File: src/rtl/mc_control_fsm_pkg.sv
// Shared opcode, state and datapath-select encodings for the multicycle control unit.
// MC_ILLEGAL_OPCODE_TRAP_EN adds the HALT state used by the illegal-opcode trap.
package mc_pkg;

  localparam logic [5:0] OP_RTYPE = 6'b000000;
  localparam logic [5:0] OP_LW    = 6'b100011;
  localparam logic [5:0] OP_SW    = 6'b101011;
  localparam logic [5:0] OP_BEQ   = 6'b000100;
  localparam logic [5:0] OP_BNE   = 6'b000101;
  localparam logic [5:0] OP_J     = 6'b000010;
  localparam logic [5:0] OP_JAL   = 6'b000011;
  localparam logic [5:0] OP_ADDI  = 6'b001000;
  localparam logic [5:0] OP_ANDI  = 6'b001100;

  localparam logic [1:0] ALUOP_ADD   = 2'b00;
  localparam logic [1:0] ALUOP_SUB   = 2'b01;
  localparam logic [1:0] ALUOP_FUNCT = 2'b10;
  localparam logic [1:0] ALUOP_AND   = 2'b11;

  localparam logic [1:0] PCSRC_ALU    = 2'b00;
  localparam logic [1:0] PCSRC_ALUOUT = 2'b01;
  localparam logic [1:0] PCSRC_JUMP   = 2'b10;

  localparam logic [1:0] ALUSRCB_B      = 2'b00;
  localparam logic [1:0] ALUSRCB_FOUR   = 2'b01;
  localparam logic [1:0] ALUSRCB_IMM    = 2'b10;
  localparam logic [1:0] ALUSRCB_IMM_SH = 2'b11;

  localparam logic [1:0] REGDST_RT = 2'b00;
  localparam logic [1:0] REGDST_RD = 2'b01;
  localparam logic [1:0] REGDST_RA = 2'b10;

  localparam logic [1:0] MEMTOREG_ALU = 2'b00;
  localparam logic [1:0] MEMTOREG_MDR = 2'b01;
  localparam logic [1:0] MEMTOREG_PC  = 2'b10;

  typedef enum logic [3:0] {
    ST_FETCH    = 4'd0,
    ST_DECODE   = 4'd1,
    ST_MEM_ADDR = 4'd2,
    ST_MEM_RD   = 4'd3,
    ST_MEM_WB   = 4'd4,
    ST_MEM_WR   = 4'd5,
    ST_EXEC_R   = 4'd6,
    ST_R_WB     = 4'd7,
    ST_EXEC_I   = 4'd8,
    ST_I_WB     = 4'd9,
    ST_BRANCH   = 4'd10,
    ST_JUMP     = 4'd11,
    ST_JAL      = 4'd12
`ifdef MC_ILLEGAL_OPCODE_TRAP_EN
    , ST_HALT   = 4'd13
`endif
  } state_e;

endpackage

File: src/rtl/mc_control_fsm_if.sv
// Control bundle between the multicycle FSM (master) and the datapath (slave).
interface mc_control_fsm_if #(
  parameter int INSTR_CNT_W = 32
) ();
  logic [5:0]             opcode;
  logic                   memReady;
  logic                   pcWrite;
  logic                   pcWriteCond;
  logic                   branchNe;
  logic                   iorD;
  logic                   memRead;
  logic                   memWrite;
  logic                   irWrite;
  logic [1:0]             regDst;
  logic [1:0]             memToReg;
  logic                   regWrite;
  logic                   aluSrcA;
  logic [1:0]             aluSrcB;
  logic [1:0]             aluOp;
  logic [1:0]             pcSrc;
  logic                   instrRetired;
  logic [INSTR_CNT_W-1:0] instrCount;
  logic                   halted;

  modport master (
    input  opcode, memReady,
    output pcWrite, pcWriteCond, branchNe, iorD, memRead, memWrite, irWrite,
           regDst, memToReg, regWrite, aluSrcA, aluSrcB, aluOp, pcSrc,
           instrRetired, instrCount, halted
  );

  modport slave (
    output opcode, memReady,
    input  pcWrite, pcWriteCond, branchNe, iorD, memRead, memWrite, irWrite,
           regDst, memToReg, regWrite, aluSrcA, aluSrcB, aluOp, pcSrc,
           instrRetired, instrCount, halted
  );
endinterface

File: src/rtl/mc_control_fsm_retire_counter.sv
// Retired-instruction counter; wraps modulo 2^INSTR_CNT_W, synchronous reset.
module mc_retire_counter #(
  parameter int INSTR_CNT_W = 32
) (
  input  logic                   clk,
  input  logic                   rst,
  input  logic                   en,
  output logic [INSTR_CNT_W-1:0] count
);
  logic [INSTR_CNT_W-1:0] count_q, count_d;

  always_comb begin
    count_d = count_q;
    if (en) count_d = count_q + 1'b1;
  end

  always_ff @(posedge clk) begin
    if (rst) count_q <= '0;
    else     count_q <= count_d;
  end

  assign count = count_q;
endmodule

File: src/rtl/mc_control_fsm.sv
// Multicycle MIPS control FSM: Moore decode of state, memReady-qualified fetch/load/store.
// MC_ILLEGAL_OPCODE_TRAP_EN: unknown opcodes halt instead of retiring as NOPs.
module mc_control_fsm
  import mc_pkg::*;
#(
  parameter int INSTR_CNT_W = 32
) (
  input logic              clk,
  input logic              rst,
  mc_control_fsm_if.master ctrl
);
  state_e state_q, state_d;
  logic   is_sw_q, is_sw_d;
  logic   is_bne_q, is_bne_d;
  logic   itype_and_q, itype_and_d;

  logic       pc_write, pc_write_cond, branch_ne, ior_d, mem_read, mem_write, ir_write;
  logic [1:0] reg_dst, mem_to_reg, alu_src_b, alu_op, pc_src;
  logic       reg_write, alu_src_a, instr_retired, halted;

  always_comb begin
    state_d       = state_q;
    is_sw_d       = is_sw_q;
    is_bne_d      = is_bne_q;
    itype_and_d   = itype_and_q;
    pc_write      = 1'b0;
    pc_write_cond = 1'b0;
    branch_ne     = 1'b0;
    ior_d         = 1'b0;
    mem_read      = 1'b0;
    mem_write     = 1'b0;
    ir_write      = 1'b0;
    reg_dst       = REGDST_RT;
    mem_to_reg    = MEMTOREG_ALU;
    reg_write     = 1'b0;
    alu_src_a     = 1'b0;
    alu_src_b     = ALUSRCB_B;
    alu_op        = ALUOP_ADD;
    pc_src        = PCSRC_ALU;
    instr_retired = 1'b0;
    halted        = 1'b0;

    case (state_q)
      ST_FETCH: begin
        mem_read  = 1'b1;
        alu_src_b = ALUSRCB_FOUR;
        ir_write  = ctrl.memReady;
        pc_write  = ctrl.memReady;
        if (ctrl.memReady) state_d = ST_DECODE;
      end
      ST_DECODE: begin
        // ALU computes the branch target into ALUOut while the opcode is decoded
        alu_src_b   = ALUSRCB_IMM_SH;
        is_sw_d     = (ctrl.opcode == OP_SW);
        is_bne_d    = (ctrl.opcode == OP_BNE);
        itype_and_d = (ctrl.opcode == OP_ANDI);
        case (ctrl.opcode)
          OP_RTYPE:         state_d = ST_EXEC_R;
          OP_LW, OP_SW:     state_d = ST_MEM_ADDR;
          OP_BEQ, OP_BNE:   state_d = ST_BRANCH;
          OP_J:             state_d = ST_JUMP;
          OP_JAL:           state_d = ST_JAL;
          OP_ADDI, OP_ANDI: state_d = ST_EXEC_I;
          default: begin
`ifdef MC_ILLEGAL_OPCODE_TRAP_EN
            state_d = ST_HALT;
`else
            instr_retired = 1'b1;
            state_d       = ST_FETCH;
`endif
          end
        endcase
      end
      ST_EXEC_R: begin
        alu_src_a = 1'b1;
        alu_op    = ALUOP_FUNCT;
        state_d   = ST_R_WB;
      end
      ST_R_WB: begin
        reg_dst       = REGDST_RD;
        reg_write     = 1'b1;
        instr_retired = 1'b1;
        state_d       = ST_FETCH;
      end
      ST_EXEC_I: begin
        alu_src_a = 1'b1;
        alu_src_b = ALUSRCB_IMM;
        alu_op    = itype_and_q ? ALUOP_AND : ALUOP_ADD;
        state_d   = ST_I_WB;
      end
      ST_I_WB: begin
        reg_write     = 1'b1;
        instr_retired = 1'b1;
        state_d       = ST_FETCH;
      end
      ST_MEM_ADDR: begin
        alu_src_a = 1'b1;
        alu_src_b = ALUSRCB_IMM;
        state_d   = is_sw_q ? ST_MEM_WR : ST_MEM_RD;
      end
      ST_MEM_RD: begin
        mem_read = 1'b1;
        ior_d    = 1'b1;
        if (ctrl.memReady) state_d = ST_MEM_WB;
      end
      ST_MEM_WB: begin
        mem_to_reg    = MEMTOREG_MDR;
        reg_write     = 1'b1;
        instr_retired = 1'b1;
        state_d       = ST_FETCH;
      end
      ST_MEM_WR: begin
        mem_write = 1'b1;
        ior_d     = 1'b1;
        if (ctrl.memReady) begin
          instr_retired = 1'b1;
          state_d       = ST_FETCH;
        end
      end
      ST_BRANCH: begin
        alu_src_a     = 1'b1;
        alu_op        = ALUOP_SUB;
        pc_write_cond = 1'b1;
        pc_src        = PCSRC_ALUOUT;
        branch_ne     = is_bne_q;
        instr_retired = 1'b1;
        state_d       = ST_FETCH;
      end
      ST_JUMP: begin
        pc_write      = 1'b1;
        pc_src        = PCSRC_JUMP;
        instr_retired = 1'b1;
        state_d       = ST_FETCH;
      end
      ST_JAL: begin
        // PC already holds PC+4 from FETCH, so it is the link value
        pc_write      = 1'b1;
        pc_src        = PCSRC_JUMP;
        reg_write     = 1'b1;
        reg_dst       = REGDST_RA;
        mem_to_reg    = MEMTOREG_PC;
        instr_retired = 1'b1;
        state_d       = ST_FETCH;
      end
`ifdef MC_ILLEGAL_OPCODE_TRAP_EN
      ST_HALT: halted = 1'b1;
`endif
      default: state_d = ST_FETCH;
    endcase

    // Reset abandons the in-flight instruction: no write of any kind this cycle
    if (rst) begin
      pc_write      = 1'b0;
      pc_write_cond = 1'b0;
      branch_ne     = 1'b0;
      ior_d         = 1'b0;
      mem_read      = 1'b0;
      mem_write     = 1'b0;
      ir_write      = 1'b0;
      reg_dst       = 2'b00;
      mem_to_reg    = 2'b00;
      reg_write     = 1'b0;
      alu_src_a     = 1'b0;
      alu_src_b     = 2'b00;
      alu_op        = 2'b00;
      pc_src        = 2'b00;
      instr_retired = 1'b0;
    end
  end

  always_ff @(posedge clk) begin
    if (rst) begin
      state_q     <= ST_FETCH;
      is_sw_q     <= 1'b0;
      is_bne_q    <= 1'b0;
      itype_and_q <= 1'b0;
    end else begin
      state_q     <= state_d;
      is_sw_q     <= is_sw_d;
      is_bne_q    <= is_bne_d;
      itype_and_q <= itype_and_d;
    end
  end

  mc_retire_counter #(.INSTR_CNT_W(INSTR_CNT_W)) u_retire_counter (
    .clk   (clk),
    .rst   (rst),
    .en    (instr_retired),
    .count (ctrl.instrCount)
  );

  assign ctrl.pcWrite      = pc_write;
  assign ctrl.pcWriteCond  = pc_write_cond;
  assign ctrl.branchNe     = branch_ne;
  assign ctrl.iorD         = ior_d;
  assign ctrl.memRead      = mem_read;
  assign ctrl.memWrite     = mem_write;
  assign ctrl.irWrite      = ir_write;
  assign ctrl.regDst       = reg_dst;
  assign ctrl.memToReg     = mem_to_reg;
  assign ctrl.regWrite     = reg_write;
  assign ctrl.aluSrcA      = alu_src_a;
  assign ctrl.aluSrcB      = alu_src_b;
  assign ctrl.aluOp        = alu_op;
  assign ctrl.pcSrc        = pc_src;
  assign ctrl.instrRetired = instr_retired;
  assign ctrl.halted       = halted;
endmodule
File: src/flat_wrapper.sv
// flat-port wrapper written by rule: the top's interface ports become plain ports
module mc_control_fsm_flat import mc_pkg::*;
#(
  parameter int INSTR_CNT_W = 32
)
  (clk, rst, ctrl_opcode, ctrl_memReady, ctrl_pcWrite, ctrl_pcWriteCond, ctrl_branchNe, ctrl_iorD, ctrl_memRead, ctrl_memWrite, ctrl_irWrite, ctrl_regDst, ctrl_memToReg, ctrl_regWrite, ctrl_aluSrcA, ctrl_aluSrcB, ctrl_aluOp, ctrl_pcSrc, ctrl_instrRetired, ctrl_instrCount, ctrl_halted);
  mc_control_fsm_if #(.INSTR_CNT_W(INSTR_CNT_W)) ctrl_i ();
  input logic clk;
  input logic rst;
  input wire logic [$bits(ctrl_i.opcode)-1:0] ctrl_opcode;
  input wire logic [$bits(ctrl_i.memReady)-1:0] ctrl_memReady;
  output wire logic [$bits(ctrl_i.pcWrite)-1:0] ctrl_pcWrite;
  output wire logic [$bits(ctrl_i.pcWriteCond)-1:0] ctrl_pcWriteCond;
  output wire logic [$bits(ctrl_i.branchNe)-1:0] ctrl_branchNe;
  output wire logic [$bits(ctrl_i.iorD)-1:0] ctrl_iorD;
  output wire logic [$bits(ctrl_i.memRead)-1:0] ctrl_memRead;
  output wire logic [$bits(ctrl_i.memWrite)-1:0] ctrl_memWrite;
  output wire logic [$bits(ctrl_i.irWrite)-1:0] ctrl_irWrite;
  output wire logic [$bits(ctrl_i.regDst)-1:0] ctrl_regDst;
  output wire logic [$bits(ctrl_i.memToReg)-1:0] ctrl_memToReg;
  output wire logic [$bits(ctrl_i.regWrite)-1:0] ctrl_regWrite;
  output wire logic [$bits(ctrl_i.aluSrcA)-1:0] ctrl_aluSrcA;
  output wire logic [$bits(ctrl_i.aluSrcB)-1:0] ctrl_aluSrcB;
  output wire logic [$bits(ctrl_i.aluOp)-1:0] ctrl_aluOp;
  output wire logic [$bits(ctrl_i.pcSrc)-1:0] ctrl_pcSrc;
  output wire logic [$bits(ctrl_i.instrRetired)-1:0] ctrl_instrRetired;
  output wire logic [$bits(ctrl_i.instrCount)-1:0] ctrl_instrCount;
  output wire logic [$bits(ctrl_i.halted)-1:0] ctrl_halted;
  assign ctrl_i.opcode = ctrl_opcode;
  assign ctrl_i.memReady = ctrl_memReady;
  assign ctrl_pcWrite = ctrl_i.pcWrite;
  assign ctrl_pcWriteCond = ctrl_i.pcWriteCond;
  assign ctrl_branchNe = ctrl_i.branchNe;
  assign ctrl_iorD = ctrl_i.iorD;
  assign ctrl_memRead = ctrl_i.memRead;
  assign ctrl_memWrite = ctrl_i.memWrite;
  assign ctrl_irWrite = ctrl_i.irWrite;
  assign ctrl_regDst = ctrl_i.regDst;
  assign ctrl_memToReg = ctrl_i.memToReg;
  assign ctrl_regWrite = ctrl_i.regWrite;
  assign ctrl_aluSrcA = ctrl_i.aluSrcA;
  assign ctrl_aluSrcB = ctrl_i.aluSrcB;
  assign ctrl_aluOp = ctrl_i.aluOp;
  assign ctrl_pcSrc = ctrl_i.pcSrc;
  assign ctrl_instrRetired = ctrl_i.instrRetired;
  assign ctrl_instrCount = ctrl_i.instrCount;
  assign ctrl_halted = ctrl_i.halted;
  mc_control_fsm #(.INSTR_CNT_W(INSTR_CNT_W)) u_core (.clk(clk), .rst(rst), .ctrl(ctrl_i));
endmodule
File: config.mk
export PLATFORM = sky130hd
export DESIGN_NAME = mc_control_fsm_flat
export DESIGN_NICKNAME = d
export VERILOG_FILES = /design/src/rtl/mc_control_fsm_pkg.sv /design/src/rtl/mc_control_fsm_if.sv /design/src/rtl/mc_control_fsm_retire_counter.sv /design/src/rtl/mc_control_fsm.sv /design/src/flat_wrapper.sv
export SDC_FILE = /design/constraint.sdc
export NUM_CORES = 1
export LEC_CHECK = 0
export ABC_AREA = 1
export BUFFER_PORTS_ARGS = -buffer_cell sky130_fd_sc_hd__buf_2
export CORE_MARGIN = 4
export CORE_UTILIZATION = 40
export CTS_CLUSTER_SIZE = 25
export DETAILED_ROUTE_END_ITERATION = 8
export GPL_TIMING_DRIVEN = 0
export PLACE_DENSITY = 0.61
export SLEW_MARGIN = 40
export SYNTH_ARGS = -nofsm -noshare
export SYNTH_HDL_FRONTEND = slang
export SYNTH_SLANG_ARGS = --single-unit
File: constraint.sdc
create_clock -name clk -period 1.8 [get_ports clk]
set_clock_uncertainty 0.05 [all_clocks]
set_input_delay 0.09 -clock clk [delete_from_list [all_inputs] [get_ports clk]]
set_output_delay 0.09 -clock clk [all_outputs]
set_load 0.1 [all_outputs]
==> results.md, run 1 <==
* Status: complete, but fails checks
* Violated checks: negative setup slack
* CP peak stage delay at between 0.3 and 0.4 ns
* CP bufs+invs at 3
* Final Hold Viols at 0
* Critical path launch point type: register
* Fin util at about 64%
* Global Route Usage Sum at about 22%
* Core area at ~6500 um2
* WL/cell at 14.3 um
* Hold crit path type: primary input to register
* Worst Path Arrival at approximately 1.8 ns
* Non-Filler Instances at roughly 650
* Synth area leader: dfxtp_1
* # IOs at 62
* Synthesis-to-layout area growth at 53.4%
* Crit share post-route at 107%
* Ant diodes at 0
* Placed cell area at 3300 um2
* CP required at approximately 1.7 ns
* FMAX at approximately 520 MHz
* CP top delay family: buffers and inverters
* TritonCTS clock tree: yes
* Commonest non-fill, non-tap cells in the layout: nand2_1, nor2_1, buf_2
* Mux contribution to synthesized area at 0%
* Placed cell count at ~610
* Tmin final at around 1.9 ns
* Largest net degree at the start of global routing at 13
* DP Worst Slack at -0.247 ns
* Share of cells above drive strength 1 at between 40% and 50%
* Initial core utilization at between 40% and 50%
* Cts hold-fix bufs at 0
* Crit path from: u_core.state_q[1]
* FF-to-FF setup slack at -0.01 ns
* Setup TNS at -0.247 ns
* I/O Buffers at 59
* Synthesized flop and latch total at 39
* Worst R2R Path Depth at 12
* Post-synth top area share at ~29%
* Crit path depth at 9
* Vias in the first global route at between 2000 and 3000
* Vias at ~3300
* First-pass GRT wire length at 14600 um
* HPWL after DPL at roughly 6500 um
* Simple logic cell fraction of the synthesized area at between 50% and 60%
* Most common cell after layout, fill and taps aside: nand2_1
* Crit path capture type: primary output
* Synth Area in Compound Gates at ~8.4%
* Post-Synth Adder-Cell Area at less than 1%
* Longest Clk Path Bufs at 2
* FF-to-FF Start: u_core.state_q[3]
* Clk sinks at 39
* Avg Inst Size Synth at about 5.7 um2
* Post-synthesis xor/xnor area fraction at 0.645%
* Worst r2r dst: u_core.u_retire_counter.count[14]
* Power Density at ~620 nW/um2
* Max-slew headroom at between 30% and 40%
* Mapped Nets at around 490
* Max VDD drop at 0.000396 V
* Die Ht at 90.4 um
* ANT nets after route at 0
* DIE AREA at 8170 um2
* Total gr overflow at 0
* Worst skew pair latency at roughly 0.3 ns
* Cells after Synth at approximately 480
* WS Path Type: register to primary output
* Crit Path Max Fanout at 3
* Cts bufs inserted at 5
* Main combinational cell family by area after synthesis: simple AND/OR/NAND/NOR gates
* Setup violations, final at 8
* Initial antenna violation count at 0
* P_leak at between 0.0015 and 0.002 uW
* Critical Path End: ctrl_instrRetired
* Sequential area share after synthesis at between 20 and 30%
* Root Buffer: clkbuf_8
* RSZ-0062 raised after global routing: yes
* Max_cap viols at 0
* CTS H-tree depth at 2
* Placer Congestion at around 0.91
* Die Span X at between 90 and 100 um
* Row count at 29
* Via/cell ratio at 5.15
* DRC viols at 0
* Slowest-stage cell, CP: dfxtp_4
* Most area-consuming cells after synthesis: dfxtp_1, nand2_1, nor2_1
* Post-Route WL at just over 9000 um
* PnR worst setup slack at -0.128 ns
* DRT iter0 DRCs at 162
* Pre-antenna DRT Iters at 5
* Nets at around 580
* Critical path, cell by cell: buf_4 -> nand2_2 -> nor2_1 -> nor2_4 -> nand3_2 -> nor2_4 -> buf_4 -> a21oi_4 -> buf_12
* Design area at roughly 4200 um2
* Netlist cell types at 32
* Post-synthesis cell area at approximately 2700 um2
* Reg clk slew, reported paths at around 0.08 ns
* Tightest Pin Transition at 0.917 ns
* Pins over their slew limit at 0
* Synth Warn # at 0
## registers in the layout, summed over array words and instances (netlist names)
name / flops
u_core.state_q: 4
u_core.itype_and_q: 1
u_core.u_retire_counter.count: 32
u_core.is_bne_q: 1
u_core.is_sw_q: 1
## cells by family after synthesis
logic type                 after synthesis
DFF                                     39
AOI/OAI and AO/OA                       43
and+or+nand+nor                        333
buffers and inverters                   58
adders and majority gates                1
other                                    1
xor gates and xnor gates                 2
## cell usage after synthesis
library cell  number
nor3b_1            1
xor2_1             1
buf_6              3
a31oi_1            1
inv_2              1
ha_1               1
clkbuf_1           5
a21oi_1           30
nand2_2            4
buf_2              2
nand3b_1          10
nor2_1           105
o21ai_0            8
nand4_1            1
o21a_1             1
nand3_2            3
conb_1             1
buf_8              1
dfxtp_1           39
inv_1             41
a41oi_1            1
and3_1             1
nor2_8             1
nand3_1           35
o22ai_1            1
nor2_2             3
nor3_1             8
o2111ai_1          1
nand2_1          161
xnor2_1            1
buf_4              4
clkinv_1           1
## through the flow
stage	hold slack, ns	power, uW
global route	0.0688	2680
global placement	0.348	1440
finish	0.0422	2590
detailed placement	0.357	1440
floorplan	0.199	1340
CTS	0.0360	2470
## timing repair
action / in CTS / in global routing
buffers inserted: 10 / 11
endpoints found under the setup margin: 46 / 47
gates cloned: 2 / 2
pin swaps: 9 / 33
resized for setup: 39 / 96
## power by group
group / switching (uW) / internal, uW
Combinational: 489 / 300
Clock: 339 / 555
Sequential: 34.5 / 875
Total: 862 / 1730
## routing by layer
metal | routed length (um) | vias to the layer above | track usage, %
met2 | 4110 | 102 | 33.7
met4 | 183 | 0 | 6.25
met1 | 4430 | 1507 | 30.8
met5 | 0 | - | 0
li1 | - | 1698 | -
met3 | 531 | 20 | 3.83
## worst reg2reg max path: cells and delay by family, from the launching register on
| kind | cells | cell delay (ns) |
|---|---|---|
| flip-flops | 1 | 0.37 |
| buffers and inverters | 3 | 0.42 |
| AND/OR/NAND/NOR | 9 | 0.87 |
## layout make-up
class,instances,area [um2]
fillers,566,2300
well taps,77,96.3
inverters,43,170
plain buffers,15,129
clock buffers,6,72.6
clock inverters,2,60.1
multi-input cells,380,2100
repair buffers,84,687
flip-flops and latches,39,850
## how the worst min path moves through the flow
stage	start	end	slack (ns)	cells past startpoint
after floorplan	ctrl_opcode[0]	u_core.is_bne_q	0.20	2
after global placement	ctrl_opcode[0]	u_core.is_bne_q	0.35	3
after detailed placement	ctrl_opcode[0]	u_core.is_bne_q	0.36	3
after CTS	ctrl_opcode[0]	u_core.is_bne_q	0.04	3
after global routing	ctrl_opcode[0]	u_core.is_bne_q	0.07	3
final	ctrl_memReady	u_core.state_q[0]	0.04	4
Note: power is estimated with default switching activity, not from simulation.
==> run 2: changes to the inputs <==
--- a/config.mk
+++ b/config.mk
@@ -6,7 +6,7 @@
 export NUM_CORES = 1
 export LEC_CHECK = 0
 export ABC_AREA = 1
-export BUFFER_PORTS_ARGS = -buffer_cell sky130_fd_sc_hd__buf_2
+export BUFFER_PORTS_ARGS = -buffer_cell sky130_fd_sc_hd__clkbuf_2
 export CORE_MARGIN = 4
 export CORE_UTILIZATION = 40
 export CTS_CLUSTER_SIZE = 25
==> run 2 against run 1 <==
Against the previous run:
- the run still ends with negative setup slack left
- register-to-register slack better by 0.03 ns
- wire length is 1.4% lower
- largest cell class unchanged
- utilization is 0.27 points lower
- sequential share of layout area is 0.15 points higher
- sequential cell count stayed put
- via count is 1.2% lower
- highest routed layer unchanged
- critical endpoint is now ctrl_memRead
- combinational power is 0.9% higher
==> results.md, run 2 (synthesized netlist as in run 1, its figures left out) <==
* Critical path launch point type: register
* Worst R2R Path Depth at 13
* CP peak stage delay at about 0.38 ns
* Via/cell ratio at 5.10
* Worst r2r dst: u_core.u_retire_counter.count[14]
* P_leak at about 0.0017 uW
* FMAX at roughly 550 MHz
* Post-Route WL at about 9000 um
* Placed cell area at between 3000 and 4000 um2
* Share of cells above drive strength 1 at 39.3%
* Critical Path End: ctrl_memRead
* FF-to-FF setup slack at around 0.02 ns
* Cts hold-fix bufs at 0
* # IOs at 62
* Die Ht at about 90 um
* Final Hold Viols at 0
* RSZ-0062 raised after global routing: yes
* Largest register FFs at 32
* First-pass GRT wire length at 14400 um
* Root Buffer: clkbuf_8
* HPWL after DPL at 6380 um
* Vias in the first global route at slightly below 3000
* Crit path capture type: primary output
* Vias at 3286
* Slowest-stage cell, CP: dfxtp_4
* Die Span X at approximately 90 um
* Design area at between 4000 and 5000 um2
* Violated checks: negative setup slack
* DIE AREA at ~8200 um2
* WL/cell at about 14 um
* Commonest non-fill, non-tap cells in the layout: nand2_1, nor2_1, clkbuf_2
* Fillers at between 500 and 600
* Cts bufs inserted at 5
* Ant diodes at 0
* CTS H-tree depth at 2
* Core area at ~6500 um2
* PnR worst setup slack at -0.0131 ns
* I/O Buffers at 59
* Placer Congestion at between 0.9 and 1
* Power Density at between 600 and 700 nW/um2
* Worst Path Arrival at approximately 1.7 ns
* Global Route Usage Sum at between 20% and 30%
* Max_cap viols at 0
* Critical path, cell by cell: nor2_4 -> inv_4 -> nor2_1 -> nor2_1 -> nor2_2 -> buf_4
* Tightest Pin Transition at around 0.71 ns
* Clk sinks at 39
* Longest Clk Path Bufs at 2
* Row count at 29
* Initial core utilization at a little over two fifths
* DRT iter0 DRCs at about 220
* Crit share post-route at 101%
* Max-slew headroom at a little over half
* Most common cell after layout, fill and taps aside: nand2_1
* Initial antenna violation count at 0
* Worst skew pair latency at about 0.31 ns
* Synthesis-to-layout area growth at 52.7%
* FF-to-FF Start: u_core.state_q[1]
* DP Worst Slack at -0.239 ns
* Pins over their slew limit at 0
* WS Path Type: register to primary output
* Pwr Total at roughly 2600 uW
* TritonCTS clock tree: yes
* Tmin final at ~1.8 ns
* Setup violations, final at 1
* Total gr overflow at 0
* Max VDD drop at about 0.00047 V
* Crit path from: u_core.state_q[3]
* Crit Path Max Fanout at 5
* Nets at roughly 580
* Reg clk slew, reported paths at about 0.08 ns
* ANT nets after route at 0
* CP most frequent cell: nor2_1
* DRC viols at 0
* Largest net degree at the start of global routing at 13
* Hold crit path type: primary input to register
* Pre-antenna DRT Iters at 5
* CP required at roughly 1.7 ns
* Status: complete, but fails checks
==> run 2: cell count changes in the layout (fill, tap and decap cells not counted), sizes merged <==
cell    previous run  this run
buf               91        39
clkbuf            14        64
clkinv             1         0
inv               41        42
==> run 2: layout make-up <==
type | instances | area, um2 | area share (%)
Tap cell | 77 | 96.3 | 2.32
Timing Repair Buffer | 82 | 683 | 16.5
Sequential cell | 39 | 852 | 20.6
Multi-Input combinational cell | 380 | 2070 | 50.0
Clock inverter | 2 | 60.1 | 1.45
Buffer | 15 | 135 | 3.26
Clock buffer | 6 | 72.6 | 1.75
Inverter | 43 | 175 | 4.23
==> run 2: worst min-delay path by stage <==
| stage | depth (start not counted) | to | from |
|---|---|---|---|
| floorplan | 2 | u_core.is_bne_q | ctrl_opcode[0] |
| global placement | 3 | u_core.is_bne_q | ctrl_opcode[0] |
| detailed placement | 3 | u_core.is_bne_q | ctrl_opcode[0] |
| CTS | 3 | u_core.is_bne_q | ctrl_opcode[0] |
| global route | 3 | u_core.is_bne_q | ctrl_opcode[0] |
| finish | 3 | u_core.is_bne_q | ctrl_opcode[0] |
==> run 2: where the power goes <==
group | switching [uW] | total, uW | internal (uW)
clock network | 346 | 901 | 555
registers | 35.4 | 910 | 874
logic | 485 | 796 | 311
total | 867 | 2610 | 1740
==> run 2: timing repair <==
| action | in CTS | in global routing |
|---|---|---|
| pin swaps | 9 | 24 |
| resized for setup | 52 | 87 |
| setup endpoints to repair | 47 | 49 |
| buffers inserted | 11 | 7 |
| gates cloned | 3 | 2 |
==> run 2: through the flow <==
stage	setup TNS, ns	util, %	instances	hold slack, ns
3_3_place_gp	-5.70	51.1	613	0.340
6_report	-0.0131	64.2	644	0.0188
5_1_grt	-1.58	64.2	644	0.0455
2_1_floorplan	-1.13	-	477	0.199
3_5_place_dp	-5.74	51.1	613	0.342
4_1_cts	-0.332	58.5	635	0.0171
==> run 2: per-layer routing <==
| layer | track usage, % | vias up | routed length [um] | share of wire [%] |
|---|---|---|---|---|
| li1 | - | 1683 | - | - |
| met1 | 31.4 | 1512 | 4490 | 49 |
| met2 | 32.4 | 81 | 4100 | 45 |
| met3 | 3.42 | 10 | 422 | 4.6 |
| met4 | 5.87 | 0 | 104 | 1.1 |
| met5 | 0 | - | 0 | 0 |
==> run 2: critical path, delay by kind of cell (launching register included) <==
kind | cells | cell delay (ns)
buf+inv | 2 | 0.37
flops | 1 | 0.38
simple gates | 4 | 0.61
